### src/rtl/lii_stream_demux_wrapper.sv
// LII phy stream demultiplexer: routes each phy beat by its destination code into one of
// NS first-word-fall-through FIFOs feeding an HLS kernel. It drops beats for unmapped
// destinations and drives the kernel clock enable from the registered FIFO occupancy.
module lii_stream_demux_wrapper #(
    parameter int NS       = 2,
    parameter int PW       = 256,
    parameter int SW       = 160,
    parameter int DEPTH    = 4,
    parameter int DST_BASE = 0,
    parameter int CE_SLACK = 1
) (
    input  logic             aclk,
    input  logic             arst,
    input  logic [PW-1:0]    lii_in_tdata,
    input  logic             lii_in_tvalid,
    output logic             lii_in_tready,
    input  logic [7:0]       lii_in_src,
    input  logic [7:0]       lii_in_dst,
    output logic [NS*SW-1:0] out_tdata,
    output logic [NS-1:0]    out_tvalid,
    input  logic [NS-1:0]    out_tready,
    output logic             ce,
    output logic [15:0]      drop_count
);

    localparam int AW = (DEPTH > 1) ? $clog2(DEPTH) : 1;
    localparam int CW = $clog2(DEPTH + 1);
    localparam int IW = (NS > 1) ? $clog2(NS) : 1;
    localparam logic [CW-1:0] FULL_CNT = CW'(DEPTH);
    localparam logic [CW-1:0] CE_MAX   = CW'(DEPTH - CE_SLACK);

    logic          mapped;
    logic [IW-1:0] idx;
    logic          sel_full;
    logic          accept;
    logic [NS-1:0] full;
    logic [NS-1:0] below_slack;
    logic [NS-1:0] push;
    logic [NS-1:0] pop;
    logic [15:0]   drop_q, drop_d;

    // Map the destination code onto a stream index; out-of-range codes are unmapped.
    always_comb begin
        int rel;
        rel    = int'(lii_in_dst) - DST_BASE;
        mapped = (rel >= 0) && (rel < NS);
        idx    = IW'(rel);
    end

    // Handshake from registered occupancy only, so a same-cycle pop never frees a full FIFO.
    always_comb begin
        sel_full = 1'b0;
        push     = '0;
        for (int k = 0; k < NS; k++) begin
            if (mapped && (idx == IW'(k))) sel_full = full[k];
        end
        lii_in_tready = !arst && !sel_full;
        accept        = lii_in_tvalid && lii_in_tready;
        for (int k = 0; k < NS; k++) begin
            push[k] = accept && mapped && (idx == IW'(k));
        end
        ce = !arst && (&below_slack);
    end

    // Saturating count of accepted beats that had no stream to go to.
    always_comb begin
        drop_d = drop_q;
        if (accept && !mapped && (drop_q != 16'hFFFF)) drop_d = drop_q + 16'd1;
    end

    // Drop counter register.
    always_ff @(posedge aclk) begin
        if (arst) drop_q <= '0;
        else      drop_q <= drop_d;
    end

    assign drop_count = drop_q;

    for (genvar k = 0; k < NS; k++) begin : g_fifo
        logic [SW-1:0] mem_q [DEPTH];
        logic [AW-1:0] wr_ptr_q, rd_ptr_q;
        logic [CW-1:0] count_q;

        assign full[k]                = (count_q == FULL_CNT);
        assign below_slack[k]         = (count_q <= CE_MAX);
        assign out_tvalid[k]          = (count_q != '0);
        assign out_tdata[k*SW +: SW]  = mem_q[rd_ptr_q];
        assign pop[k]                 = out_tvalid[k] && out_tready[k];

        // Pointers and occupancy; reset discards whatever the FIFO held.
        always_ff @(posedge aclk) begin
            if (arst) begin
                wr_ptr_q <= '0;
                rd_ptr_q <= '0;
                count_q  <= '0;
            end else begin
                if (push[k]) wr_ptr_q <= wr_ptr_q + AW'(1);
                if (pop[k])  rd_ptr_q <= rd_ptr_q + AW'(1);
                unique case ({push[k], pop[k]})
                    2'b10:   count_q <= count_q + CW'(1);
                    2'b01:   count_q <= count_q - CW'(1);
                    default: count_q <= count_q;
                endcase
            end
        end

        // Payload storage; only the low SW bits of the phy beat are kept.
        always_ff @(posedge aclk) begin
            if (push[k]) mem_q[wr_ptr_q] <= lii_in_tdata[SW-1:0];
        end
    end

    // The source id is deliberately not routed.
    logic unused_src;
    assign unused_src = ^lii_in_src;

    if (PW > SW) begin : g_unused_hi
        logic unused_hi;
        assign unused_hi = ^lii_in_tdata[PW-1:SW];
    end

endmodule

### config.mk
export PLATFORM = sky130hd
export DESIGN_NAME = lii_stream_demux_wrapper
export DESIGN_NICKNAME = d
export VERILOG_FILES = /design/src/rtl/lii_stream_demux_wrapper.sv
export SDC_FILE = /design/constraint.sdc
export NUM_CORES = 1
export LEC_CHECK = 0
export ABC_AREA = 0
export CELL_PAD_IN_SITES_DETAIL_PLACEMENT = 1
export CELL_PAD_IN_SITES_GLOBAL_PLACEMENT = 2
export CORE_ASPECT_RATIO = 1.25
export CORE_MARGIN = 2
export CORE_UTILIZATION = 47
export DETAILED_ROUTE_END_ITERATION = 8
export GPL_TIMING_DRIVEN = 0
export PLACE_DENSITY_LB_ADDON = 0.1
export SYNTH_ARGS = -nofsm -noshare
export SYNTH_HDL_FRONTEND = slang
export SYNTH_SLANG_ARGS = --single-unit
### constraint.sdc
create_clock -name aclk -period 13.55 [get_ports aclk]
set_input_delay 1.355 -clock aclk [delete_from_list [all_inputs] [get_ports aclk]]
set_output_delay 1.355 -clock aclk [all_outputs]
set_load 0.01 [all_outputs]
-- Word-level counts from Yosys, hierarchy flattened
Memory sizes are Yosys's and may differ from the RTL's. A register that Yosys moved wholly into a read port is not among the register bits.
Index checks and enable logic that the tools add are counted.
- add/subtract/negate cells: 9
- order comparisons: 4
- eq/ne operators: 7
- mux-type cells: 12
- bitwise gates (word level): 1
- reduce and logical (&&, ||, !) cells: 21
- operators with widths (operator ; count):
    $add A16 B1 Y16 const B ; 1
    $ne A16 B16 Y1 const B ; 1
    $logic_and A1 B1 Y1 ; 13
    $pmux W3 S2 ; 2
    $add A2 B1 Y2 const B ; 4
    $ge A8 B1 Y1 const B ; 1
    $lt A8 B2 Y1 const B ; 1
    $mux W2 ; 4
    $add A3 B1 Y3 const B ; 2
    $eq A3 B3 Y1 const B ; 2
    $le A3 B2 Y1 const B ; 2
    $mux W1 ; 6
    $reduce_bool A3 Y1 ; 2
    $sub A3 B1 Y3 const B ; 2
    $eq A2 B1 Y1 const B ; 2
    $eq A2 B2 Y1 const B ; 2
    $reduce_bool A2 Y1 ; 2
    $logic_not A1 Y1 ; 3
    $reduce_and A2 Y1 ; 1
    $not A1 Y1 ; 1
- flip-flop bits (word level): 30
- bits in writable memories: 1280
- input port bits: 277
- output and inout bits: 340
- logic and storage cells: 63
- memories: 2
- memory list (memory ; words ; bits a word ; read ports ; clocked after Yosys merged registers in ; wr ports ; RTL line ; RTL):
    g_fifo[0].mem_q ; 4 ; 160 ; 1 ; 1 ; 1 ; 80 ; logic [SW-1:0] mem_q [DEPTH];
    g_fifo[1].mem_q ; 4 ; 160 ; 1 ; 1 ; 1 ; 80 ;

-- Longest topological paths before layout
Gate-level depths: netlist of the first run.
- depth after elaboration: 12
- gate-level depth with buffers: 11
- mapped depth without buffers: 10

-- Worst setup path before layout of the first run
No wires, ideal clock.
- path type: in2reg
- start point: input lii_in_dst[4]
- end point: memory g_fifo[1].mem_q[0][0] (enable)
- setup time: 0.539 ns
- data arrival time: 6.345 ns
- data required time: 13.011 ns
- slack: 6.666 ns
- stages on the path: 5
- buffers on the path: 1
- path through: or4_4 buf_6 or3_4 nor3b_2 and2_1
- cells in the longest elaborated chain, start to end: 12
- elaborated cells between the ends (all ways): 14
- those cells by class: 2 x order compare; 4 x mux; 8 x reduce/logical
- RTL lines (item ; RTL line ; RTL):
    start: declaration ; 18 ; input logic [7:0] lii_in_dst,
    $ge A8 B1 Y1 or $lt A8 B2 Y1 (tied branches) ; 46 ; mapped = (rel >= 0) && (rel < NS);
    $logic_and A1 B1 Y1 * ; 46 ;
    $logic_and A1 B1 Y1 ; 55 ; if (mapped && (idx == IW'(k))) sel_full = full[k];
    $mux W1 (2 in series) ; 55 ;
    $logic_not A1 Y1 ; 57 ; lii_in_tready = !arst && !sel_full;
    $logic_and A1 B1 Y1 ; 57 ;
    $logic_and A1 B1 Y1 ; 58 ; accept = lii_in_tvalid && lii_in_tready;
    $logic_and A1 B1 Y1 * (2 in series) ; 60 ; push[k] = accept && mapped && (idx == IW'(k));
    $mux W1 * ; 109 ; if (push[k]) mem_q[wr_ptr_q] <= lii_in_tdata[SW-1:0];
    $mux W1 (implied by the code) * ; 109 ;
    end: declaration ; 80 ;
Every way passes the cells marked *; elsewhere a longest branch is shown, timed or not.

==> impl_results.md, run 1 <==
* Initial core utilization at 47.5%
* I/O pin count at 617
* Finish-stage setup viols at 0
* Cell with the largest stage delay on the worst path: clkbuf_1
* CTS Buf Count at 133
* Most common cell after layout, fill and taps aside: edfxtp_1
* Clock-pin slew on the worst setup and hold paths at 60 ps
* Antenna violations before repair at 22
* Die Width at 289 um
* Mapped cell area at 47800 sq um
* Max Root-Sink Buffers at 3
* GRT Util Overall at 22.8%
* Die footprint at 104000 sq um
* Congestion Overflow GR at 0
* Status: complete, no violations
* Register area share after synthesis at 81.8%
* Worst R2R Start: g_fifo[0].count_q[0]$_SDFFE_PP0P_
* PostCTS Resize Cnt at 0
* Slew @ Worst Pin at 1300 ps
* Die Y at 361 um
* WL per Instance at 29.2 um
* Max-slew violation count at 0
* Worst clock skew at 26.5 ps
* CP endpoint kind: output pin
* Worst-case vdd ir drop at 0.150 mV
* Hold Path Stages at 2
* R2R Path End: g_fifo[0].mem_q[2][145]$_DFFE_PP_
* Clk sinks at 1314
* Worst hold slack at 511 ps
* Crit path cell chain: clkbuf_1 > clkbuf_1 > buf_2 > mux4_2 > clkdlybuf4s50_1
* Setup TNS at 0 ps
* Vias in the first global route at 24100
* Detail-routed via count per cell at 5.63
* CP max FO at 10
* Pwr/cell area at 138 nW/um^2
* Clk_lat worst skew at 710 ps
* First-pass GRT wire length at 170 mm
* Area grow syn2layout at 24.7%
* RSZ-0062 raised after global routing: false
* Hold-fix buffers, CTS at 0
* Most frequent cells in the layout: 1280 x edfxtp_1, 512 x clkdlybuf4s50_1, 320 x mux4_2
* Worst setup SP type: register
* Leak at 0.0183 uW
* # Post-CTS Setup Buffers at 0
* WHS Endpoint: drop_count[15]$_SDFFE_PP0P_
* Hold wc startpoint: drop_count[15]$_SDFFE_PP0P_
* Fin crit period at 5700 ps
* Gpl congestion at 0.772
* Syn avg cell area at 25.4 sq um
* Hold Vio Cnt, Final at 0
* Worst stage delay on the critical path at 1020 ps
* R2r setup slk at 10730 ps
* Most frequent CP cell: clkbuf_1
* Kind of critical path: register to output pin
* Reg2Reg Depth at 5
* Total power at 8200 uW
* Antenna viol nets, final at 0
* Maxcap violations at 0
* Number of synthesized register bits at 1314
* Largest net degree at the start of global routing at 49
* Residual DRC at 0
* Post-Route WL at 116 mm
* HPWL Detailed at 73.1 mm
* Data required, critical path at 12190 ps
* Final Util at 59.2%
* Worst min path class: register to register
* CTS H-tree depth at 4
* DRT Pass-1 Iters at 8
* Synth warn at 0
* Post-synthesis cell count at 1881
* Num rows at 130
* Share of cells above drive strength 1 at 21.8%
* DR iter-0 viols at 1337
* Core Box Area at 101000 sq um
* WP data arrival at 4340 ps
* Root buffer cell: clkbuf_16
* DR vias at 22400
* Port buffer count at 512
* Period Utilization, post-route at 42.1%
* TritonCTS clock tree: built
* Final nets at 2843
* Rel. slew slack at 13.0%
* Fmax at 175 MHz
* Unique masters post-synth at 48
* Syn_nets at 2171
-- critical path, delay by kind of cell, from the launching register on --
family                 cells  cell delay, ps
flip-flops                 1             300
buffers and inverters      4            2750
multiplexers               1             570
-- cell type report --
cell class,count,area [sq um]
fillers,8185,41100
flip-flops and latches,1314,39100
multi-input cells,471,8310
repair buffers,537,5810
clock buffers,170,3600
well taps,1320,1650
clock inverters,69,707
plain buffers,81,359
inverters,15,56.3
diodes,6,15.0
-- Yosys cell counts (all sizes together) --
master / n / area [sq um]
fa: 2 / 40.0
buf: 43 / 214
a21oi: 13 / 65.1
nor3b: 3 / 27.5
nor3: 3 / 15.0
nand3b: 1 / 7.51
nor2: 19 / 71.3
mux2: 2 / 22.5
nor4b: 1 / 8.76
o311ai: 5 / 43.8
nand3: 7 / 35.0
xor2: 6 / 52.6
and4: 2 / 17.5
or3b: 1 / 8.76
o31ai: 2 / 15.0
nand2: 7 / 26.3
nand2b: 1 / 6.26
o31a: 3 / 27.5
o41ai: 5 / 43.8
or2: 1 / 6.26
edfxtp: 1280 / 38400
xnor2: 3 / 26.3
mux2i: 4 / 40.0
mux4: 320 / 7210
dfxtp: 34 / 681
or3: 10 / 67.6
and4b: 1 / 10.0
o21ai: 10 / 50.0
inv: 15 / 56.3
and3: 5 / 31.3
nor2b: 3 / 18.8
ha: 11 / 138
o211ai: 2 / 15.0
clkbuf: 38 / 143
o2111ai: 1 / 8.76
or4: 3 / 26.3
nand4: 6 / 37.5
and2: 4 / 25.0
nor4: 4 / 37.5
-- kinds of logic after synthesis --
group | after synthesis | synth area share [%]
flops | 1314 | 81.8
xor+xnor | 9 | 0.165
simple gates | 82 | 1.01
fa+ha+maj | 13 | 0.372
mux | 326 | 15.2
buf+inv | 96 | 0.864
compound gates | 41 | 0.563
-- state kept, by name, summed over array words and instances (netlist names), named ones only --
name / count
drop_count: 16
g_fifo.count_q: 6
g_fifo.mem_q: 1280
g_fifo.rd_ptr_q: 4
g_fifo.wr_ptr_q: 4
-- where the power goes --
part / internal [uW] / switching, uW
Combinational: 51.5 / 58.4
Sequential: 4450 / 0.581
Clock: 2130 / 1500
Total: 6640 / 1560
-- per-layer routing --
metal,share of wire (%),GRT usage [%],up-vias
li1,-,-,9477
met1,39,29.7,12000
met2,50,36.9,688
met3,8.1,7.31,187
met4,2.3,6.47,24
met5,0.13,0,-
-- metrics by stage --
stage	worst slack, ps	cell area, sq um	std cells
finish	7850	59600	3983
detailed placement	8430	55300	3737
floorplan	6670	47800	1881
global placement	2020	54600	3713
CTS	7600	59600	3976
global route	7620	59600	3980
-- worst max path at each step --
stage	endpoint	depth (start not counted)	slack [ps]	startpoint
after floorplan	g_fifo[1].mem_q[0][0]$_DFFE_PP_	5	6670	lii_in_dst[4]
after global placement	g_fifo[1].mem_q[0][60]$_DFFE_PP_	6	2020	lii_in_dst[4]
after detailed placement	out_tdata[90]	5	8430	register
after CTS	out_tdata[90]	5	7600	register
after global routing	out_tdata[93]	5	7620	register
final	out_tdata[90]	5	7850	register
Note: power is estimated with default switching activity, not from simulation.
==> inputs of run 2 (changes only) <==
--- a/config.mk
+++ b/config.mk
@@ -10,7 +10,7 @@
 export CELL_PAD_IN_SITES_GLOBAL_PLACEMENT = 2
 export CORE_ASPECT_RATIO = 1.25
 export CORE_MARGIN = 2
-export CORE_UTILIZATION = 47
+export CORE_UTILIZATION = 39
 export DETAILED_ROUTE_END_ITERATION = 8
 export GPL_TIMING_DRIVEN = 0
 export PLACE_DENSITY_LB_ADDON = 0.1
==> constraint.sdc (replaced) <==
create_clock -name aclk -period 4.7 [get_ports aclk]
set_input_delay 0.47 -clock aclk [delete_from_list [all_inputs] [get_ports aclk]]
set_output_delay 0.47 -clock aclk [all_outputs]
set_load 0.01 [all_outputs]
==> impl_results.md, run 2 (same netlist as run 1, synthesis figures left out) <==
* Worst min path class: primary input to register (was register to register)
* First-pass GRT wire length at 178 mm (was 170 mm)
* I/O pin count at 617 (unchanged)
* Setup WS pre-CTS at 276 ps (was 8430 ps)
* Worst-case vdd ir drop at 0.332 mV (was 0.150 mV)
* Share of cells above drive strength 1 at 22.8% (was 21.8%)
* DR iter-0 viols at 1472 (was 1337)
* Worst setup SP type: register (unchanged)
* Clk_lat worst skew at 760 ps (was 710 ps)
* R2r setup slk at 2030 ps (was 10730 ps)
* Num rows at 143 (was 130)
* RSZ-0062 raised after global routing: false (unchanged)
* Max-slew violation count at 0 (unchanged)
* Port buffer count at 512 (unchanged)
* Slew @ Worst Pin at 956 ps (was 1300 ps)
* CP endpoint kind: output pin (unchanged)
* Clk sinks at 1314 (unchanged)
* Worst clock skew at 22.8 ps (was 26.5 ps)
* Fin crit period at 4390 ps
* TritonCTS clock tree: built (unchanged)
* Area grow syn2layout at 26.2% (was 24.7%)
* Most flops, register: g_fifo.mem_q (unchanged)
* Die Width at 317 um (was 289 um)
* Pwr/cell area at 395 nW/um^2 (was 138 nW/um^2)
* R2R Path End: g_fifo[0].mem_q[3][139]$_DFFE_PP_ (was g_fifo[0].mem_q[2][145]$_DFFE_PP_)
* Congestion Overflow GR at 0 (unchanged)
* Hold wc startpoint: lii_in_tdata[30] (was drop_count[15]$_SDFFE_PP0P_)
* Maxcap violations at 0 (unchanged)
* CTS H-tree depth at 4 (unchanged)
* Post-Route WL at 123 mm (was 116 mm)
* Max Root-Sink Buffers at 3 (unchanged)
* Hold Path Stages at 1 (was 2)
* Final nets at 2856 (was 2843)
* Worst Setup Slack, final at 305 ps (was 7850 ps)
* Antenna violations before repair at 26 (was 22)
* DR vias at 22400 (about the same)
* Largest net degree at the start of global routing at 44 (was 49)
* Period Utilization, post-route at 93.5%
* Most frequent cells in the layout: 1280 x edfxtp_1, 512 x clkdlybuf4s50_1, 320 x mux4_2 (unchanged)
* Kind of critical path: register to output pin (unchanged)
* GRT Util Overall at 20.1% (was 22.8%)
* Die Y at 395 um (was 361 um)
* DRT Pass-1 Iters at 4 (was 8)
* Detail-routed via count per cell at 5.25 (was 5.63)
* # Post-CTS Setup Buffers at 0 (unchanged)
* Residual DRC at 0 (unchanged)
* Worst hold slack at 440 ps (was 511 ps)
* Initial core utilization at 39.3% (was 47.5%)
* HPWL Detailed at 76.8 mm (was 73.1 mm)
* Hold Vio Cnt, Final at 0 (unchanged)
* Core Box Area at 122000 sq um (was 101000 sq um)
* Leak at 0.0185 uW (was 0.0183 uW)
* Root buffer cell: clkbuf_16 (unchanged)
* Max FFs per register at 1280 (unchanged)
* Fmax at 228 MHz
* CP max FO at 10 (unchanged)
* Gpl congestion at 0.732 (was 0.772)
* CTS Buf Count at 138 (was 133)
* Data required, critical path at 4230 ps (was 12190 ps)
* Rel. slew slack at 36.3% (was 13.0%)
* Die footprint at 125000 sq um (was 104000 sq um)
* Status: complete, no violations (unchanged)
* WP data arrival at 3920 ps (was 4340 ps)
* Clock-pin slew on the worst setup and hold paths at 60 ps (about the same)
* Reg2Reg Depth at 6 (was 5)
* Most common cell after layout, fill and taps aside: edfxtp_1 (unchanged)
* Antenna viol nets, final at 0 (unchanged)
* WL per Instance at 28.8 um (was 29.2 um)
* WHS Endpoint: g_fifo[0].mem_q[0][30]$_DFFE_PP_ (was drop_count[15]$_SDFFE_PP0P_)
* Worst R2R Start: g_fifo[0].count_q[0]$_SDFFE_PP0P_ (unchanged)
* Finish-stage setup viols at 0 (unchanged)
* Vias in the first global route at 24700 (was 24100)
-- run 2: worst max-delay path by stage --
stage / from / end / slack [ps] / depth (start not counted)
2_1_floorplan: lii_in_dst[4] / g_fifo[1].mem_q[0][0]$_DFFE_PP_ / 490 / 5
3_3_place_gp: lii_in_dst[4] / g_fifo[1].mem_q[2][139]$_DFFE_PP_ / -2490 / 6
3_5_place_dp: register / out_tdata[317] / 280 / 5
4_1_cts: register / out_tdata[252] / 5 / 5
5_1_grt: register / out_tdata[252] / 10 / 5
6_report: register / out_tdata[252] / 310 / 5
-- run 2: stage by stage --
stage | TNS [ps] | util, % | power (uW) | instance area [sq um] | cells
6_report | 0 | 49.6 | 23900 | 60300 | 4278
5_1_grt | 0 | 49.6 | 24600 | 60300 | 4277
4_1_cts | 0 | 49.6 | 24200 | 60300 | 4272
3_5_place_dp | 0 | 45.9 | 13400 | 55900 | 4021
3_3_place_gp | -3006200 | 45.2 | 13400 | 54900 | 3988
2_1_floorplan | 0 | - | 13100 | 47800 | 1881
-- run 2: critical path, cell delays in order, from the launching register on --
cell             delay (ps)
dfxtp_1                 300
clkbuf_1                570
clkbuf_2                620
clkbuf_1                670
mux4_2                  410
clkdlybuf4s50_1         580
-- run 2: area by class of cell --
type                       count  area [sq um]
tap                         1595          2000
inverter                      15          56.3
fill                       10700         61300
sequential                  1314         39100
timing repair buffer         545          6020
clock inverter                76           647
buffer                        81           385
clock buffer                 175          3790
multi-input combinational    471          8310
antenna                        6          15.0
-- run 2: routing by layer --
metal | part of all wire [%] | track usage [%] | wire length (um)
met1 | 39 | 24.9 | 48600
met2 | 50 | 33.1 | 62200
met3 | 7.4 | 6.57 | 9160
met4 | 2.6 | 6.51 | 3230
met5 | 0.15 | 0 | 188
-- run 2: power by group --
| part | total (uW) | internal [uW] | switching (uW) |
|---|---|---|---|
| Sequential | 12800 | 12800 | 1.70 |
| Clock | 10700 | 6210 | 4480 |
| Combinational | 321 | 149 | 172 |
| Total | 23900 | 19200 | 4660 |
-- run 2: what timing repair did --
action / CTS / global route
gates resized for setup: 9 / 0
hold buffers: 0 / 0
endpoints found under the setup margin: 121 / 0
hold endpoints to repair: 0 / 0
